`src/rtl/apb_i2s_pkg.sv`:
```
// apb_i2s_pkg: shared types, defaults and helpers for the apb_i2s receive path.
package apb_i2s_pkg;
   localparam int DATA_W_DEF = 16;
   typedef enum logic [1:0] {DISABLED, ALIGN, LEFT, RIGHT} state_t;
   function automatic int norm_wlen(input int wlen, input int data_w);
      return (wlen == 0 || wlen > data_w) ? data_w : wlen;
   endfunction
endpackage

```
`src/rtl/signal_sync.sv`:
```
// signal_sync: two-flop synchronizer for one asynchronous input pin.
module signal_sync (
   input  logic clk,
   input  logic nrst,
   input  logic d,
   output logic q
);
   logic meta;
   always_ff @(posedge clk or negedge nrst)
      if (!nrst) {q, meta} <= 2'b00;
      else {q, meta} <= {meta, d};
endmodule

```
`src/rtl/i2s_rx_framer.sv`:
```
// i2s_rx_framer: I2S slave receiver that aligns to WS, deserializes L/R words
// and hands complete stereo pairs to a valid/ready consumer.
module i2s_rx_framer
   import apb_i2s_pkg::*;
#(
   parameter int DATA_W = DATA_W_DEF,
   parameter int WL_W   = $clog2(DATA_W + 1)
) (
   input  logic              clk,
   input  logic              nrst,
   input  logic              i_en,
   input  logic [WL_W-1:0]   i_wlen,
   input  logic              i_sck,
   input  logic              i_ws,
   input  logic              i_sd,
   output logic [DATA_W-1:0] o_data_l,
   output logic [DATA_W-1:0] o_data_r,
   output logic              o_valid,
   input  logic              i_ready,
   output logic              o_ovf,
   output logic              o_err,
   input  logic              i_clr
);
   logic sck_s, sck_d, sck_pe, ws_s, sd_s;
   state_t state, state_n;
   logic [WL_W-1:0] cnt, cnt_n, cnt_a, wlen_q, wlen_n, wl_norm;
   logic [DATA_W-1:0] sh, sh_n, sh_a, word, hold_l, hold_n, dl_n, dr_n;
   logic ws_prev, ws_prev_n, ws_chg, take, short, valid_n, ovf_set, err_set;

   signal_sync u_sck (.clk(clk), .nrst(nrst), .d(i_sck), .q(sck_s));
   signal_sync u_ws  (.clk(clk), .nrst(nrst), .d(i_ws),  .q(ws_s));
   signal_sync u_sd  (.clk(clk), .nrst(nrst), .d(i_sd),  .q(sd_s));

   assign wl_norm = WL_W'(norm_wlen(int'(i_wlen), DATA_W));
   assign ws_chg  = ws_s != ws_prev;
   assign take    = sck_pe && (state == LEFT || state == RIGHT) && cnt < wlen_q;
   assign sh_a    = take ? {sh[DATA_W-2:0], sd_s} : sh;
   assign cnt_a   = take ? cnt + WL_W'(1) : cnt;
   assign short   = cnt_a < wlen_q;
   // a short slot is left-aligned into wlen bits, zero-filled below
   assign word    = short ? sh_a << (wlen_q - cnt_a) : sh_a;

   always_comb begin
      state_n   = state;
      cnt_n     = cnt;
      sh_n      = sh;
      ws_prev_n = ws_prev;
      wlen_n    = wlen_q;
      hold_n    = hold_l;
      dl_n      = o_data_l;
      dr_n      = o_data_r;
      valid_n   = o_valid & ~i_ready;
      ovf_set   = 1'b0;
      err_set   = 1'b0;
      if (!i_en) begin
         state_n   = DISABLED;
         cnt_n     = '0;
         sh_n      = '0;
         ws_prev_n = 1'b0;
         valid_n   = 1'b0;
      end else begin
         case (state)
            DISABLED: state_n = ALIGN;
            ALIGN: if (sck_pe) begin
               ws_prev_n = ws_s;
               if (!ws_s && ws_prev) begin
                  state_n = LEFT;
                  cnt_n   = '0;
                  sh_n    = '0;
                  wlen_n  = wl_norm;
               end
            end
            default: if (sck_pe) begin
               ws_prev_n = ws_s;
               cnt_n     = cnt_a;
               sh_n      = sh_a;
               if (ws_chg) begin
                  err_set = short;
                  cnt_n   = '0;
                  sh_n    = '0;
                  wlen_n  = wl_norm;
                  if (state == LEFT) begin
                     hold_n  = word;
                     state_n = RIGHT;
                  end else begin
                     state_n = LEFT;
                     if (!o_valid || i_ready) begin
                        dl_n    = hold_l;
                        dr_n    = word;
                        valid_n = 1'b1;
                     end else ovf_set = 1'b1;
                  end
               end
            end
         endcase
      end
   end

   always_ff @(posedge clk or negedge nrst)
      if (!nrst) begin
         sck_d    <= 1'b0;
         sck_pe   <= 1'b0;
         state    <= DISABLED;
         cnt      <= '0;
         sh       <= '0;
         ws_prev  <= 1'b0;
         wlen_q   <= '0;
         hold_l   <= '0;
         o_data_l <= '0;
         o_data_r <= '0;
         o_valid  <= 1'b0;
         o_ovf    <= 1'b0;
         o_err    <= 1'b0;
      end else begin
         sck_d    <= sck_s;
         sck_pe   <= sck_s & ~sck_d;
         state    <= state_n;
         cnt      <= cnt_n;
         sh       <= sh_n;
         ws_prev  <= ws_prev_n;
         wlen_q   <= wlen_n;
         hold_l   <= hold_n;
         o_data_l <= dl_n;
         o_data_r <= dr_n;
         o_valid  <= valid_n;
         o_ovf    <= ovf_set | (o_ovf & ~i_clr);
         o_err    <= err_set | (o_err & ~i_clr);
      end
endmodule

```
`config.mk`:
```
export PLATFORM = sky130hd
export DESIGN_NAME = i2s_rx_framer
export DESIGN_NICKNAME = d
export VERILOG_FILES = /design/src/rtl/apb_i2s_pkg.sv /design/src/rtl/signal_sync.sv /design/src/rtl/i2s_rx_framer.sv
export SDC_FILE = /design/constraint.sdc
export NUM_CORES = 1
export LEC_CHECK = 0
export CAP_MARGIN = 25
export CORE_MARGIN = 3
export CORE_UTILIZATION = 40
export CTS_BUF_LIST = sky130_fd_sc_hd__clkbuf_8 sky130_fd_sc_hd__clkbuf_16
export DETAILED_ROUTE_END_ITERATION = 6
export GPL_ROUTABILITY_DRIVEN = 0
export PLACE_DENSITY_LB_ADDON = 0.3
export SKIP_LAST_GASP = 1
export SLEW_MARGIN = 20
export SYNTH_ARGS = -nofsm -noshare
export SYNTH_HDL_FRONTEND = slang
export SYNTH_SLANG_ARGS = --single-unit
```
`constraint.sdc`:
```
create_clock -name clk -period 7.63 [get_ports clk]
set_input_delay 1.526 -clock clk [delete_from_list [all_inputs] [get_ports clk]]
set_output_delay 1.526 -clock clk [all_outputs]
set_load 0.02 [all_outputs]
```
==> flow_summary.toml, run 1 <==
[outcome]
outcome = "finished clean"

[timing]
finalHoldViolations = 0
clock_skew_ps = 7.367
rsz0062_at_grt = "no"
worst_pin_slew_ps = 1010
setup_tns_ps = 0
setup-violations-final = 0
finalCritPeriodShare_pct = 73.43
worst_slew_margin_rel_pct = 32.46
layout_min_cycle_time_ps = 5602
slew_viol_final = 0
max_freq_mhz = 178.5

[synthesis]
synth_edf_count = 0
ys_seq_elements = 88
ys.flop_type = "dfrtp_1"
ys_seq_area_share_pct = 40.47
ys.warnings.count = 0
mappedNetlistNets = 664
ys_types = 68
syn_area_per_cell_um2 = 8.529
syn-instance-count = 638
async_flop_share_pct = 100.0
syn-cell-area_mm2 = 0.005441

[clock_network]
clkTransAtPathRegs_ps = 60
post_cts_resized = 0
root_buffer = "clkbuf_16"
cts_tree = "built"
cts_hold_buffers = 0
numClockSinks = 88
numCtsBuffers = 9
cts_max_path_buffers = 2
cts_setup_buffers = 0
clk_latency_ps = 350
h-tree-depth = 3

[global_route]
antenna_found_initial = 0
grt.total_usage_pct = 21.30
met2_usage_pct = 33.01
grt_use_met3_pct = 5.438
grt_first_pass_wirelength_mm = 25.20
grt_remaining_overflow = 0
grt_max_degree = 49
grt_pass1_vias = 4767
met1_usage_pct = 27.89
grt.busiest_layer = "met2"

[routing]
routed_wl_mm = 15.34
dr.pass1.iters = 7
drc = 0
viasPerCell = 6.156
wl_per_cell_um = 18.41
vias = 5128
postRouteAntennaNets = 0
drtIter0Drc = 818

[place]
port_buffers = 47
hpwl_mm = 10.97
dp.cells = 817
place_area_mm2 = 0.005983

[floorplan]
die_y_um = 122.6
rows = 41
core_area_mm2 = 0.01298
die_area_mm2 = 0.01504
initial_core_util_pct = 41.93
ios = 48
die_w_um = 122.6

[finish]
final_common_cell = "nand2_1"
stdcell_area_mm2 = 0.006274
layout-drive-gt1-share_pct = 6.657
final_core_util_pct = 48.34
diodes = 0
mostFrequentLayoutCells = "nand2_1, dfrtp_1, nor2_1, clkdlybuf4s50_1, o21ai_0"
area_growth_pct = 15.29
fin_nets = 682
fill_cells = 1171
final_cells = 833

[critical_path]
arrival_ps = 5820
critPathCaptureType = "flip-flop"
required_ps = 7840
cp-start-kind = "flip-flop"
crit_type = "reg -> reg"
path_max_fanout = 31

[flow_run]
drv_cap = 0

[power]
p_per_area_mw_per_mm2 = 171.9
ir_drop_v = 0.0001083
total_power_mw = 1.078
power_leakage_nw = 2.541

[hold_path]
hold_class = "reg -> reg"
## per-stage QoR
stage	worst slack [ps]	hold slack (ps)
final	2028	346.1
after detailed placement	2096	335.8
after global routing	1545	368.7
after global placement	2326	332.9
after floorplan	3199	331.2
after CTS	2099	349.6
## layout make-up
cell class | count | area, um2 | area share (%)
multi-input cells | 479 | 2935 | 46.79
flip-flops and latches | 88 | 2202 | 35.10
repair buffers | 53 | 536.8 | 8.556
clock buffers | 9 | 225.2 | 3.590
well taps | 172 | 215.2 | 3.430
inverters | 25 | 93.84 | 1.496
clock inverters | 7 | 65.06 | 1.037
## critical path, stage by stage, from the launching register on
cell	delay, ps
dfrtp_1	420
ha_1	340
and2_1	470
a21oi_4	890
mux2i_1	370
inv_1	100
fa_1	1070
inv_1	410
nand2_1	230
o22ai_1	160
a221oi_1	430
nand4_1	140
a211oi_1	310
o31ai_1	120
## flip-flops by register name (all words and copies together) (netlist names), 2 cells and up
name	cells
wlen_q	5
sh	16
state	2
o_data_l	16
cnt	5
o_data_r	16
hold_l	16
## cell usage after synthesis, drive strengths merged, types with 6 or more instances
cell    instances  area [um2]
inv            25       93.84
ha             12       150.1
nand4          12       75.07
dfrtp          88        2202
mux2i          11       110.1
a31oi          19       125.1
nand2         122       465.5
a21oi          30       165.2
nor2b           9       58.81
buf            18       107.6
nor2           52       195.2
o22ai           6       37.54
a41oi           6       52.55
o21ai          47       246.5
a22o           11       96.34
clkbuf         28       105.1
nor3           10       50.05
a211oi         14       110.1
o211ai         12       90.09
nand3          24       120.1
## final timing paths
check / start / depth (start not counted) / to / slack [ps]
worst max-delay path: cnt[4] / 13 / hold_l[10] / 2030
worst min-delay path: u_sd.meta / 0 / u_sd.q / 350
worst max register to register: cnt[4] / 13 / hold_l[10] / 2030
worst min register to register: u_sd.meta / 0 / u_sd.q / 350
max in group asynchronous: nrst / 2 / o_data_r[14] / 5840
min in group asynchronous: nrst / 1 / o_valid / 1170
## logic make-up after synthesis
kind of cell | synth area share (%)
XOR/XNOR | 1.288
adder cells (fa/ha/maj) | 3.127
flip-flops | 40.47
buffers and inverters | 5.633
AND/OR/NAND/NOR | 19.98
multiplexers | 5.128
AO/OA/AOI/OAI | 24.37
## where the power goes
part	total, mW	switching, mW	internal [mW]	leakage (nW)
logic	0.169	0.118	0.0510	1.20
clock network	0.431	0.180	0.251	0.152
registers	0.479	0.00515	0.474	1.19
## routing by layer
layer / vias to the layer above / part of all wire [%]
met5: - / 0
met4: 0 / 4.9
met3: 84 / 9.6
met2: 307 / 44
met1: 2393 / 42
li1: 2344 / -
Power figures use the tool's default switching activity.
==> inputs of run 2 (changes only) <==
Clock period 7.63 ns to 4.7 ns, I/O delays scaled along.
==> flow_summary.toml, run 2 (synthesis results as in run 1) <==
[outcome]
outcome = "finished clean"

[floorplan]
ios = 48
die_w_um = 122.6
die_area_mm2 = 0.01504
die_y_um = 122.6
rows = 41
core_area_mm2 = 0.01298
initial_core_util_pct = 41.93

[routing]
vias = 5025
postRouteAntennaNets = 0
drc = 0
viasPerCell = 5.947
routed_wl_mm = 15.19
dr.pass1.iters = 5
wl_per_cell_um = 17.97
drtIter0Drc = 738

[power]
ir_drop_v = 0.0001606
p_per_area_mw_per_mm2 = 275.0
power_leakage_nw = 2.586

[global_route]
grt_max_degree = 50
antenna_found_initial = 0
grt_remaining_overflow = 0
grt.total_usage_pct = 20.56
grt_first_pass_wirelength_mm = 24.37
grt_pass1_vias = 4647

[place]
hpwl_mm = 11.06
place_area_mm2 = 0.006040
port_buffers = 47

[finish]
area_growth_pct = 16.88
stdcell_area_mm2 = 0.006360
fin_nets = 694
final_common_cell = "nand2_1"
final_core_util_pct = 49.00
diodes = 0
layout-drive-gt1-share_pct = 8.915
mostFrequentLayoutCells = "nand2_1, dfrtp_1, nor2_1, clkdlybuf4s50_1, o21ai_0"

[timing]
rsz0062_at_grt = "no"
clock_skew_ps = 9.664
max_freq_mhz = 227.6
hold_slack_ps = 346.4
setup_tns_ps = 0
layout_min_cycle_time_ps = 4394
finalCritPeriodShare_pct = 93.48
worst_slew_margin_rel_pct = 37.71
slew_viol_final = 0
finalHoldViolations = 0
setup-violations-final = 0
worst_pin_slew_ps = 930.9

[critical_path]
cp-start-kind = "flip-flop"
critPathCaptureType = "flip-flop"
slowest_stage = "nor2_1"
cp_num_buf_inv = 0
arrival_ps = 4610
crit_family = "compound AO/OA/AOI/OAI gates"
required_ps = 4920
path_max_fanout = 18
path_cells = "ha_1 -> a21oi_1 -> o21ai_4 -> a21oi_4 -> nand4_1 -> xor2_1 -> ha_1 -> nand2_1 -> nor3_1 -> a211oi_1 -> nor2_1 -> nor2_1 -> a2111oi_0 -> a21oi_1"
max_stage_delay_ps = 540
crit_type = "reg -> reg"

[clock_network]
h-tree-depth = 3
clk_latency_ps = 350
cts_hold_buffers = 0
numCtsBuffers = 9
numClockSinks = 88
clkTransAtPathRegs_ps = 60
cts_tree = "built"
root_buffer = "clkbuf_16"
cts_max_path_buffers = 2

[hold_path]
hold_class = "reg -> reg"

[flow_run]
drv_cap = 0
run 2: what timing repair did:
action                                  CTS  global route
setup buffers                             0             4
gates resized for setup                   0             2
endpoints found under the setup margin    0            18
run 2: worst paths after layout:
path	depth (start not counted)	to	start	slack, ps
max in group asynchronous	2	o_data_r[13]	nrst	3520
min in group asynchronous	1	o_valid	nrst	560
setup reg to reg	14	o_data_r[15]	cnt[2]	310
hold / removal	0	u_ws.q	u_ws.meta	350
setup / recovery	14	o_data_r[15]	cnt[2]	310
hold reg to reg	0	u_ws.q	u_ws.meta	350
run 2: metal layers:
layer	track usage [%]	share of wire [%]
met4	10.36	4.3
met3	3.502	8.4
met1	28.25	43
met2	31.33	44
met5	0	0
run 2: power breakdown:
group	internal (mW)	total (mW)	switching [mW]
logic	0.0965	0.288	0.192
clock network	0.374	0.684	0.309
registers	0.769	0.777	0.00810
run 2: cell type report:
cell class              count  area (um2)
fillers                  1207        6619
multi-input cells         479        2938
clock inverters             6       45.04
well taps                 172       215.2
repair buffers             65       623.1
flip-flops and latches     88        2202
inverters                  25       97.59
clock buffers              10       239.0
run 2: worst register-to-register path, stage by stage, from the launching register on:
cell	delay, ps
dfrtp_1	430
ha_1	340
a21oi_1	290
o21ai_4	240
a21oi_4	250
nand4_1	150
xor2_1	180
ha_1	470
nand2_1	110
nor3_1	370
a211oi_1	130
nor2_1	550
nor2_1	200
a2111oi_0	440
a21oi_1	130
run 2: metrics by stage:
| step | setup slack (ps) | std cells | power (mW) |
|---|---|---|---|
| 5_1_grt | 43.41 | 845 | 1.820 |
| 6_report | 306.4 | 845 | 1.749 |
| 3_3_place_gp | 346.1 | 824 | 1.060 |
| 3_5_place_dp | 142.9 | 825 | 1.066 |
| 2_1_floorplan | 268.9 | 638 | 0.9661 |
| 4_1_cts | 123.0 | 841 | 1.750 |
